`src/rtl/stopwatch_button_ctrl.sv`:
```
// Stopwatch front end: 2-flop synchronizers, per-button debounce, and single-cycle start/stop/reset commands.
// Define LONG_PRESS_RESET_EN to add a long-hold reset on the start/stop button.
module stopwatch_button_ctrl #(
  parameter int DEBOUNCE_CYCLES = 20000,
  parameter int CNT_W           = 16,
  parameter int HOLD_CYCLES     = 50000,
  parameter int HOLD_W          = 17
) (
  input  logic       clk,
  input  logic       rst_n,
  input  logic       btn_ss_raw,
  input  logic       btn_rst_raw,
  input  logic [1:0] status,
  output logic       start,
  output logic       stop,
  output logic       reset,
  output logic       btn_ss_db,
  output logic       btn_rst_db
);

  localparam logic [CNT_W-1:0] CNT_LAST = CNT_W'(DEBOUNCE_CYCLES - 1);

  // Elaboration-only sanity hook; the block stays empty for legal settings.
  if ((DEBOUNCE_CYCLES < 2) || (HOLD_CYCLES < 1) || (HOLD_W < 1)) begin : g_cfg_out_of_range
  end

  // Index 0 = start/stop button, index 1 = reset button.
  logic [1:0]       sync1_q, sync2_q;
  logic [1:0]       stable_q, stable_d;
  logic [1:0]       dly_q;
  logic [CNT_W-1:0] cnt_q [2];
  logic [CNT_W-1:0] cnt_d [2];
  logic             press_ss_s, press_rst_s, rst_evt_s;
  logic             start_q, stop_q, reset_q;
  logic             start_d, stop_d, reset_d;

  always_ff @(posedge clk or negedge rst_n) begin
    if (!rst_n) begin
      sync1_q <= 2'b00;
      sync2_q <= 2'b00;
    end else begin
      sync1_q <= {btn_rst_raw, btn_ss_raw};
      sync2_q <= sync1_q;
    end
  end

  always_comb begin
    for (int i = 0; i < 2; i++) begin
      stable_d[i] = stable_q[i];
      cnt_d[i]    = {CNT_W{1'b0}};
      if (sync2_q[i] == stable_q[i]) begin
        cnt_d[i] = {CNT_W{1'b0}};
      end else if (cnt_q[i] == CNT_LAST) begin
        stable_d[i] = sync2_q[i];
        cnt_d[i]    = {CNT_W{1'b0}};
      end else begin
        cnt_d[i] = cnt_q[i] + CNT_W'(1);
      end
    end
  end

  always_ff @(posedge clk or negedge rst_n) begin
    if (!rst_n) begin
      stable_q <= 2'b00;
      dly_q    <= 2'b00;
      cnt_q[0] <= {CNT_W{1'b0}};
      cnt_q[1] <= {CNT_W{1'b0}};
    end else begin
      stable_q <= stable_d;
      dly_q    <= stable_q;
      cnt_q[0] <= cnt_d[0];
      cnt_q[1] <= cnt_d[1];
    end
  end

  assign press_ss_s  = stable_q[0] & ~dly_q[0];
  assign press_rst_s = stable_q[1] & ~dly_q[1];

`ifdef LONG_PRESS_RESET_EN
  logic [HOLD_W-1:0] hold_q, hold_d;
  logic              long_evt_s;

  // One reset per hold: the event fires on the step into HOLD_CYCLES, then the counter saturates.
  assign long_evt_s = stable_q[0] & (hold_q == HOLD_W'(HOLD_CYCLES - 1));

  always_comb begin
    hold_d = hold_q;
    if (!stable_q[0]) begin
      hold_d = {HOLD_W{1'b0}};
    end else if (hold_q == HOLD_W'(HOLD_CYCLES)) begin
      hold_d = hold_q;
    end else begin
      hold_d = hold_q + HOLD_W'(1);
    end
  end

  always_ff @(posedge clk or negedge rst_n) begin
    if (!rst_n) begin
      hold_q <= {HOLD_W{1'b0}};
    end else begin
      hold_q <= hold_d;
    end
  end

  assign rst_evt_s = press_rst_s | long_evt_s;
`else
  assign rst_evt_s = press_rst_s;
`endif

  // Reset has priority; a start/stop press with an invalid status is dropped.
  always_comb begin
    start_d = 1'b0;
    stop_d  = 1'b0;
    reset_d = 1'b0;
    if (rst_evt_s) begin
      reset_d = 1'b1;
    end else if (press_ss_s) begin
      case (status)
        2'b00, 2'b10: start_d = 1'b1;
        2'b01:        stop_d  = 1'b1;
        default:      start_d = 1'b0;
      endcase
    end else begin
      reset_d = 1'b0;
    end
  end

  always_ff @(posedge clk or negedge rst_n) begin
    if (!rst_n) begin
      start_q <= 1'b0;
      stop_q  <= 1'b0;
      reset_q <= 1'b0;
    end else begin
      start_q <= start_d;
      stop_q  <= stop_d;
      reset_q <= reset_d;
    end
  end

  assign start      = start_q;
  assign stop       = stop_q;
  assign reset      = reset_q;
  assign btn_ss_db  = stable_q[0];
  assign btn_rst_db = stable_q[1];

endmodule

```
`config.mk`:
```
export PLATFORM = sky130hd
export DESIGN_NAME = stopwatch_button_ctrl
export DESIGN_NICKNAME = d
export VERILOG_FILES = /design/src/rtl/stopwatch_button_ctrl.sv
export SDC_FILE = /design/constraint.sdc
export NUM_CORES = 1
export LEC_CHECK = 0
export ABC_AREA = 1
export BUFFER_PORTS_ARGS = -buffer_cell sky130_fd_sc_hd__buf_2
export CELL_PAD_IN_SITES_DETAIL_PLACEMENT = 1
export CELL_PAD_IN_SITES_GLOBAL_PLACEMENT = 2
export CORE_MARGIN = 5
export CORE_UTILIZATION = 33
export CTS_CLUSTER_DIAMETER = 200
export CTS_CLUSTER_SIZE = 16
export DETAILED_ROUTE_END_ITERATION = 8
export GPL_TIMING_DRIVEN = 0
export PLACE_DENSITY = 0.86
export SLEW_MARGIN = 25
export SYNTH_ARGS = -nofsm -noshare
export SYNTH_HDL_FRONTEND = slang
export SYNTH_SLANG_ARGS = --single-unit
```
`constraint.sdc`:
```
create_clock -name clk -period 1.3 [get_ports clk]
set_input_delay 0.195 -clock clk [delete_from_list [all_inputs] [get_ports clk]]
set_output_delay 0.195 -clock clk [all_outputs]
set_load 0.02 [all_outputs]
```
-- Word level (Yosys, flattened, before mapping)
Index checks and enable logic that the tools add are counted.
- flip-flop bits (word level): 43
- latch bits: 0
- RAM bits: 0
- bits in read-only memories: 0
- bits of input ports: 6
- output and inout bits: 5
- logic and storage cells: 39
- memories kept: 0
- add/subtract/negate cells: 2
- multiply operators: 0
- div/mod/pow operators: 0
- order comparisons: 0
- equality and inequality tests: 6
- shift-type cells: 0
- muxes and demuxes: 11
- bitwise operators: 6
- reduce and logical (&&, ||, !) cells: 4
- operators with widths (kind ; number):
    2-to-1 mux 16 bit ; 4
    adder 16 x 1 -> 16 bit (second input constant) ; 2
    == test 16 x 15 -> 1 bit (second input constant) ; 2
    2-to-1 mux 1 bit ; 7
    inverter 1 bit ; 4
    AND reduction 2 bit ; 2
    bitwise AND 1 bit ; 2
    == test 1 bit ; 2
    == test 2 x 1 -> 1 bit (second input constant) ; 1
    == test 2 bit (second input constant) ; 1
    logical NOT 2 bit ; 1
    OR reduction 2 bit ; 1

-- Longest topological paths before layout
Gate-level depths: netlist (run 1).
- word-level depth: 5
- depth in mapped cells: 8
- depth with buffers taken out: 8

-- Least setup slack after synthesis (run 1)
Ideal clock, no wire load.
- path type: reg-to-reg
- start point: register cnt_q[0] (netlist bit)
- end point: register cnt_q[10] (netlist bit)
- setup time: 0.117 ns
- arrival time: 1.140 ns
- required time: 1.183 ns
- setup slack: 0.043 ns
- stages on the path, launching flop included: 9
- path buffers: 0
- path through: dfrtp_1 -> ha_1 -> nand2_1 -> nor2_2 -> inv_2 -> nor2_4 -> nand2_4 -> nand2_8 -> nor2_2
- RTL lines (item ; RTL line ; RTL):
    start, declared ; 31 ; logic [CNT_W-1:0] cnt_q [2];

==> results of run 1 <==
[where the power goes]
part / internal (µW) / switching, µW
logic: 72.4 / 99.3
registers: 1360 / 22.9
clock network: 385 / 532
total: 1810 / 654
[logic make-up (layout without fill, tap and decap cells)]
kind of cell / count (synthesis) / in the layout / synth area share
AO/OA/AOI/OAI: 12 / 12 / 0.0357
XOR/XNOR: 9 / 9 / 0.0425
adder cells (fa/ha/maj): 2 / 2 / 0.0113
buffers and inverters: 26 / 63 / 0.0442
flip-flops: 43 / 43 / 0.488
AND/OR/NAND/NOR: 172 / 173 / 0.378
[cells in the mapped netlist, types with 3 or more instances]
master | count | area [µm²]
sky130_fd_sc_hd__dfrtp_1 | 43 | 1080
sky130_fd_sc_hd__inv_1 | 18 | 67.6
sky130_fd_sc_hd__inv_2 | 7 | 26.3
sky130_fd_sc_hd__nand2_1 | 60 | 225
sky130_fd_sc_hd__nand2_2 | 6 | 37.5
sky130_fd_sc_hd__nand2_4 | 3 | 33.8
sky130_fd_sc_hd__nand3_1 | 18 | 90.1
sky130_fd_sc_hd__nand4_1 | 5 | 31.3
sky130_fd_sc_hd__nor2_1 | 52 | 195
sky130_fd_sc_hd__nor2_2 | 16 | 100
sky130_fd_sc_hd__nor2_4 | 3 | 33.8
sky130_fd_sc_hd__nor3_1 | 4 | 20.0
sky130_fd_sc_hd__o21ai_0 | 3 | 15.0
sky130_fd_sc_hd__o21bai_1 | 6 | 45.0
sky130_fd_sc_hd__xor2_1 | 6 | 52.6
[state kept, by name (all words and copies together), names as in the netlist]
name	count
cnt_q	32
dly_q	2
stable_q	2
sync1_q	2
sync2_q	2
reset	1
start	1
stop	1
[metrics by stage]
step,cell area (µm²),power (µW)
5_1_grt,2770,2600
3_5_place_dp,2350,1510
2_1_floorplan,2210,1450
6_report,2770,2470
4_1_cts,2570,2480
3_3_place_gp,2350,1500
[worst max path at each step]
| stage | from | endpoint | slack (ns) | cells after the start |
|---|---|---|---|---|
| 2_1_floorplan | cnt_q[0] | cnt_q[10] | 0.04 | 8 |
| 3_3_place_gp | cnt_q[0] | cnt_q[14] | -0.11 | 8 |
| 3_5_place_dp | stable_q[1] | cnt_q[10] | -0.14 | 4 |
| 4_1_cts | cnt_q[1] | cnt_q[10] | -0.04 | 8 |
| 5_1_grt | cnt_q[1] | cnt_q[3] | -0.10 | 8 |
| 6_report | cnt_q[1] | cnt_q[3] | -0.02 | 8 |
[what timing repair did]
item | CTS | global route
buffers inserted | 7 | 9
cloned | 1 | 0
hold endpoints to repair | 1 | 44
setup endpoints to repair | 24 | 26
hold buffers | 1 | 2
pin swaps | 12 | 12
resized for setup | 11 | 30
[area by class of cell]
cell class | instances | area [µm²]
multi-input combinational | 196 | 1200
clock buffer | 5 | 68.8
timing repair buffer | 29 | 203
inverter | 26 | 97.6
fill | 774 | 3650
sequential | 43 | 1080
tap | 77 | 96.3
clock inverter | 3 | 23.8
[metal layers]
| metal | up-vias | share of wire | track usage |
|---|---|---|---|
| met1 | 872 | 0.42 | 0.151 |
| met2 | 17 | 0.55 | 0.249 |
| met5 | - | 0 | 0 |
| met4 | 0 | 0.0044 | 0.0446 |
| li1 | 898 | - | - |
| met3 | 2 | 0.021 | 0.0311 |
==> flow_results.xml, run 1 <==
<?xml version="1.0" encoding="UTF-8"?>
<metrics>
  <group name="outcome">
    <metric name="status" unit="">finished with violations</metric>
    <metric name="failed_checks" unit="">negative setup slack</metric>
  </group>
  <group name="final_layout">
    <metric name="layout_common_cells" unit="">sky130_fd_sc_hd__nand2_1, sky130_fd_sc_hd__dfrtp_1, sky130_fd_sc_hd__nor2_1, sky130_fd_sc_hd__nor2_2</metric>
    <metric name="postLayoutCoreUtil" unit="">0.431</metric>
    <metric name="finalNetCount" unit="">309</metric>
    <metric name="layoutNonFillerInstCount" unit="">379</metric>
    <metric name="area.growth.synth_to_final" unit="%">25.6</metric>
    <metric name="post_route_cells_drive_above_1_share" unit="">0.341</metric>
    <metric name="antenna_cells" unit="">0</metric>
    <metric name="mostFrequentLayoutCell" unit="">sky130_fd_sc_hd__nand2_1</metric>
  </group>
  <group name="setup_path">
    <metric name="number_of_cell_instances_on_the_worst_register_to_register_path" unit="">8</metric>
    <metric name="crit_path_max_fanout" unit="">5</metric>
    <metric name="worst_r2r_startpoint" unit="">cnt_q[1]</metric>
    <metric name="worstPathCellList" unit="">ha_4 &gt; nand2_4 &gt; nor2_4 &gt; inv_2 &gt; nor2_4 &gt; nand2_4 &gt; nand2_8 &gt; nor2_2</metric>
    <metric name="max_stage_delay" unit="ns">0.40</metric>
    <metric name="regToRegEndpoint" unit="">cnt_q[3]</metric>
    <metric name="timing.setup.critical_path_class" unit="">flop to flop</metric>
    <metric name="r2r_slack" unit="ns">-0.02</metric>
    <metric name="cp-start-kind" unit="">flop</metric>
    <metric name="critPathCaptureType" unit="">flop</metric>
    <metric name="worst-path-buf-inv" unit="">1</metric>
    <metric name="crit_path_top_delay_cell" unit="">sky130_fd_sc_hd__dfrtp_1</metric>
    <metric name="arrival" unit="ns">1.51</metric>
    <metric name="path_delay_family" unit="">simple AND/OR/NAND/NOR gates</metric>
    <metric name="critPathRequiredTime" unit="ns">1.49</metric>
  </group>
  <group name="sta">
    <metric name="setup-tns-final" unit="ns">-0.0920</metric>
    <metric name="hold_violations" unit="">0</metric>
    <metric name="max_clock_freq" unit="MHz">758</metric>
    <metric name="timing.slew.headroom" unit="">0.624</metric>
    <metric name="slew_viol_final" unit="">0</metric>
    <metric name="maximum_clock_skew_at_final_layout" unit="ns">0.00888</metric>
    <metric name="setup_ws" unit="ns">-0.0185</metric>
    <metric name="finalSetupViolations" unit="">9</metric>
    <metric name="unrepaired_setup_endpoints_after_global_routing" unit="">true</metric>
    <metric name="worst_slew_pin_slew" unit="ns">0.564</metric>
    <metric name="period_needed" unit="ns">1.32</metric>
    <metric name="fin_hold_ws" unit="ns">0.0499</metric>
    <metric name="final_min_period_over_clock_period" unit="">1.01</metric>
  </group>
  <group name="clocking">
    <metric name="clk_path_buf_depth" unit="">2</metric>
    <metric name="cts_made_buffers" unit="">5</metric>
    <metric name="tritoncts" unit="">built</metric>
    <metric name="ctsRootBufferMaster" unit="">sky130_fd_sc_hd__clkbuf_8</metric>
    <metric name="htree_num_levels" unit="">2</metric>
    <metric name="clock_sink_count" unit="">43</metric>
    <metric name="clk-insertion-delay-late" unit="ns">0.30</metric>
    <metric name="cts.reportedPaths.clkPinSlew" unit="ns">0.09</metric>
  </group>
  <group name="grt">
    <metric name="global_route.overflow_total" unit="">0</metric>
    <metric name="global_route.usage.total" unit="">0.134</metric>
    <metric name="antenna_violations_before_repair" unit="">0</metric>
    <metric name="grt_start_max_net_pins" unit="">44</metric>
    <metric name="via_count_of_the_first_global_routing_pass" unit="">1935</metric>
    <metric name="global_route_wire_length_before_repair" unit="µm">9090</metric>
  </group>
  <group name="floorplan">
    <metric name="fp.coreArea" unit="mm²">0.00642</metric>
    <metric name="initial_cell_density_of_the_core" unit="">0.343</metric>
    <metric name="core.rowCount" unit="">29</metric>
    <metric name="horiz_die_dim" unit="µm">91.8</metric>
    <metric name="fp.dieArea" unit="mm²">0.00842</metric>
    <metric name="floorplan.die.height" unit="µm">91.8</metric>
    <metric name="top_level_pins" unit="">11</metric>
  </group>
  <group name="routing">
    <metric name="via_per_inst" unit="">4.72</metric>
    <metric name="routedWlPerCell" unit="µm">13.9</metric>
    <metric name="num_vias" unit="">1789</metric>
    <metric name="drt-total-wl" unit="µm">5250</metric>
    <metric name="first_pass_iters" unit="">4</metric>
    <metric name="detail_route.iter0.violations" unit="">27</metric>
    <metric name="route.antenna.remaining_nets" unit="">0</metric>
    <metric name="detail_route.drc_violations" unit="">0</metric>
  </group>
  <group name="logic_synthesis">
    <metric name="synth_edf_count" unit="">0</metric>
    <metric name="yosysWarningCount" unit="">0</metric>
    <metric name="synth.yosys.seq_area_share" unit="">0.488</metric>
    <metric name="syn_area" unit="mm²">0.00221</metric>
    <metric name="synth_top_flop_cell" unit="">sky130_fd_sc_hd__dfrtp_1</metric>
    <metric name="async_reset_ff_frac" unit="">1.00</metric>
    <metric name="ys_ff_latch" unit="">43</metric>
    <metric name="synth_nets" unit="">272</metric>
    <metric name="syn-mean-instance-area" unit="µm²">8.36</metric>
    <metric name="postSynthCellCount" unit="">264</metric>
    <metric name="yosysUniqueCellTypes" unit="">25</metric>
  </group>
  <group name="place">
    <metric name="place.detailed.instances" unit="">351</metric>
    <metric name="placement.setup.worst_slack" unit="ns">-0.138</metric>
    <metric name="place.detailed.hpwl" unit="µm">3570</metric>
    <metric name="final_estimated_routing_congestion_in_global_placement" unit="">0.752</metric>
    <metric name="port_buffers" unit="">10</metric>
  </group>
  <group name="hold_path">
    <metric name="min_path_type" unit="">input pin to flop</metric>
    <metric name="hold_depth" unit="">2</metric>
    <metric name="hold_path_startpoint" unit="">status[1]</metric>
    <metric name="holdPathEnd" unit="">stop</metric>
  </group>
  <group name="pwr">
    <metric name="power_density" unit="mW/mm²">891</metric>
    <metric name="total_leakage_power" unit="µW">0.00119</metric>
    <metric name="ir_worst_vdd" unit="mV">0.301</metric>
  </group>
  <group name="job">
    <metric name="max_cap_violations" unit="">0</metric>
  </group>
</metrics>
Power figures use the tool's default switching activity.
==> run 2: changes to the inputs <==
==> constraint.sdc (replaced) <==
create_clock -name clk -period 1.3 [get_ports clk]
set_input_delay 0.13 -clock clk [delete_from_list [all_inputs] [get_ports clk]]
set_output_delay 0.13 -clock clk [all_outputs]
set_load 0.02 [all_outputs]
==> flow_results.xml, run 2 (synthesized netlist as in run 1, its figures left out) <==
<?xml version="1.0" encoding="UTF-8"?>
<metrics>
  <group name="pwr">
    <metric name="swShare" unit="">0.264</metric>
    <metric name="sequential_power_share" unit="">0.558</metric>
    <metric name="design_internal_power" unit="µW">1820</metric>
    <metric name="power.net_switching" unit="µW">653</metric>
    <metric name="share_clk_of_total_power" unit="">0.370</metric>
    <metric name="total_leakage_power" unit="µW">0.00120</metric>
    <metric name="ir_worst_vdd" unit="mV">0.301</metric>
    <metric name="power_density" unit="mW/mm²">886</metric>
    <metric name="combinationalPowerShare" unit="">0.071</metric>
  </group>
  <group name="sta">
    <metric name="unrepaired_setup_endpoints_after_global_routing" unit="">true</metric>
    <metric name="period_needed" unit="ns">1.32</metric>
    <metric name="maximum_clock_skew_at_final_layout" unit="ns">0.00870</metric>
    <metric name="max_clock_freq" unit="MHz">759</metric>
    <metric name="slew_viol_final" unit="">0</metric>
    <metric name="setup-tns-final" unit="ns">-0.0828</metric>
    <metric name="setup_ws" unit="ns">-0.0177</metric>
    <metric name="fin_hold_ws" unit="ns">0.349</metric>
    <metric name="hold_violations" unit="">0</metric>
    <metric name="final_min_period_over_clock_period" unit="">1.01</metric>
    <metric name="timing.slew.headroom" unit="">0.628</metric>
    <metric name="finalSetupViolations" unit="">9</metric>
    <metric name="worst_slew_pin_slew" unit="ns">0.558</metric>
  </group>
  <group name="clocking">
    <metric name="cts.reportedPaths.clkPinSlew" unit="ns">0.10</metric>
    <metric name="tritoncts" unit="">built</metric>
    <metric name="htree_num_levels" unit="">2</metric>
    <metric name="clk_path_buf_depth" unit="">2</metric>
    <metric name="cts_made_buffers" unit="">5</metric>
    <metric name="ctsRootBufferMaster" unit="">sky130_fd_sc_hd__clkbuf_8</metric>
    <metric name="clock_sink_count" unit="">43</metric>
    <metric name="clk-insertion-delay-late" unit="ns">0.30</metric>
  </group>
  <group name="routing">
    <metric name="route.antenna.remaining_nets" unit="">0</metric>
    <metric name="via_per_inst" unit="">4.68</metric>
    <metric name="routedWlPerCell" unit="µm">13.8</metric>
    <metric name="first_pass_iters" unit="">4</metric>
    <metric name="drt-total-wl" unit="µm">5240</metric>
    <metric name="detail_route.iter0.violations" unit="">32</metric>
    <metric name="detail_route.drc_violations" unit="">0</metric>
    <metric name="num_vias" unit="">1783</metric>
  </group>
  <group name="final_layout">
    <metric name="postLayoutCoreUtil" unit="">0.434</metric>
    <metric name="mostFrequentLayoutCell" unit="">sky130_fd_sc_hd__nand2_1</metric>
    <metric name="layout_common_cells" unit="">sky130_fd_sc_hd__nand2_1, sky130_fd_sc_hd__dfrtp_1, sky130_fd_sc_hd__nor2_1, sky130_fd_sc_hd__nor2_2</metric>
    <metric name="largest_register_ffs" unit="">32</metric>
    <metric name="post_route_cells_drive_above_1_share" unit="">0.339</metric>
    <metric name="finalNetCount" unit="">311</metric>
    <metric name="max_flop_register" unit="">cnt_q</metric>
    <metric name="area.growth.synth_to_final" unit="%">26.5</metric>
    <metric name="antenna_cells" unit="">0</metric>
    <metric name="layout.cell_area.non_filler" unit="mm²">0.00279</metric>
  </group>
  <group name="hold_path">
    <metric name="min_path_type" unit="">input pin to asynchronous set/reset pin</metric>
  </group>
  <group name="setup_path">
    <metric name="critPathCaptureType" unit="">flop</metric>
    <metric name="crit_path_max_fanout" unit="">5</metric>
    <metric name="critPathRequiredTime" unit="ns">1.49</metric>
    <metric name="cp-start-kind" unit="">flop</metric>
    <metric name="worstPathCellList" unit="">ha_4 &gt; nand2_4 &gt; nor2_4 &gt; inv_2 &gt; nor2_4 &gt; nand2_4 &gt; nand2_8 &gt; nor2_2</metric>
    <metric name="timing.setup.critical_path_class" unit="">flop to flop</metric>
    <metric name="r2r_slack" unit="ns">-0.02</metric>
    <metric name="crit_path_top_delay_cell" unit="">sky130_fd_sc_hd__dfrtp_1</metric>
    <metric name="max_stage_delay" unit="ns">0.40</metric>
    <metric name="number_of_cell_instances_on_the_worst_register_to_register_path" unit="">8</metric>
    <metric name="arrival" unit="ns">1.51</metric>
  </group>
  <group name="floorplan">
    <metric name="horiz_die_dim" unit="µm">91.8</metric>
    <metric name="initial_cell_density_of_the_core" unit="">0.343</metric>
    <metric name="floorplan.die.height" unit="µm">91.8</metric>
    <metric name="fp.coreArea" unit="mm²">0.00642</metric>
    <metric name="top_level_pins" unit="">11</metric>
    <metric name="fp.dieArea" unit="mm²">0.00842</metric>
    <metric name="core.rowCount" unit="">29</metric>
  </group>
  <group name="outcome">
    <metric name="status" unit="">finished with violations</metric>
    <metric name="failed_checks" unit="">negative setup slack</metric>
  </group>
  <group name="place">
    <metric name="final_estimated_routing_congestion_in_global_placement" unit="">0.752</metric>
    <metric name="place.detailed.hpwl" unit="µm">3570</metric>
    <metric name="placement.setup.worst_slack" unit="ns">-0.138</metric>
    <metric name="detailed_place.area" unit="mm²">0.00235</metric>
    <metric name="port_buffers" unit="">10</metric>
  </group>
  <group name="grt">
    <metric name="grt_start_max_net_pins" unit="">44</metric>
    <metric name="via_count_of_the_first_global_routing_pass" unit="">1950</metric>
    <metric name="global_route.usage.total" unit="">0.135</metric>
    <metric name="global_route.overflow_total" unit="">0</metric>
    <metric name="antenna_violations_before_repair" unit="">0</metric>
    <metric name="global_route_wire_length_before_repair" unit="µm">9110</metric>
  </group>
  <group name="job">
    <metric name="max_cap_violations" unit="">0</metric>
  </group>
</metrics>
[run 2: changes by cell type in the layout (fill, tap and decap cells not counted)]
cell / before / now
sky130_fd_sc_hd__dlygate4sd3_1: 3 / 5
[run 2: stage by stage]
stage / std cells / total power [µW]
2_1_floorplan: 264 / 1450
3_3_place_gp: 351 / 1500
3_5_place_dp: 351 / 1510
4_1_cts: 371 / 2480
5_1_grt: 381 / 2610
6_report: 381 / 2470
[run 2: critical path, delay by kind of cell (launching register included)]
family | cells | cell delay, ns
simple gates | 6 | 0.56
flops | 1 | 0.40
buf+inv | 1 | 0.06
fa+ha+maj | 1 | 0.18
[run 2: power by group through the flow]
stage	logic [µW]	clock network (µW)	registers [µW]
final	176	916	1380
after global routing	196	1030	1380
after CTS	145	961	1380
after detailed placement	108	0	1400
after global placement	103	0	1400
after floorplan	52.8	0	1400
[run 2: final cells by class]
| class | instances | area, µm² |
|---|---|---|
| fillers | 770 | 3630 |
| multi-input cells | 196 | 1200 |
| flip-flops and latches | 43 | 1080 |
| repair buffers | 31 | 223 |
| inverters | 26 | 97.6 |
| well taps | 77 | 96.3 |
| clock buffers | 5 | 68.8 |
| clock inverters | 3 | 23.8 |
[run 2: timing repair]
action                                 CTS  global route
setup buffers                            7             9
hold buffers                             4             1
pin swaps                               12            12
gates cloned                             1             0
gates resized for setup                 11            30
setup endpoints to repair               24            26
endpoints found under the hold margin    4            43
[run 2: worst paths after layout]
| path | startpoint | end |
|---|---|---|
| setup / recovery | cnt_q[1] | cnt_q[3] |
| min in group clk | sync1_q[0] | sync2_q[0] |
| hold reg to reg | sync1_q[0] | sync2_q[0] |
| hold / removal | rst_n | cnt_q[26] |
| max in group asynchronous | rst_n | cnt_q[13] |
| setup reg to reg | cnt_q[1] | cnt_q[3] |
[run 2: layer usage]
layer  up-vias  global-route usage  share of wire
met5         -                   0              0
met4         0              0.0446         0.0044
met3         2              0.0311          0.017
met2        11               0.251           0.56
met1       868               0.151           0.42
li1        902                   -              -
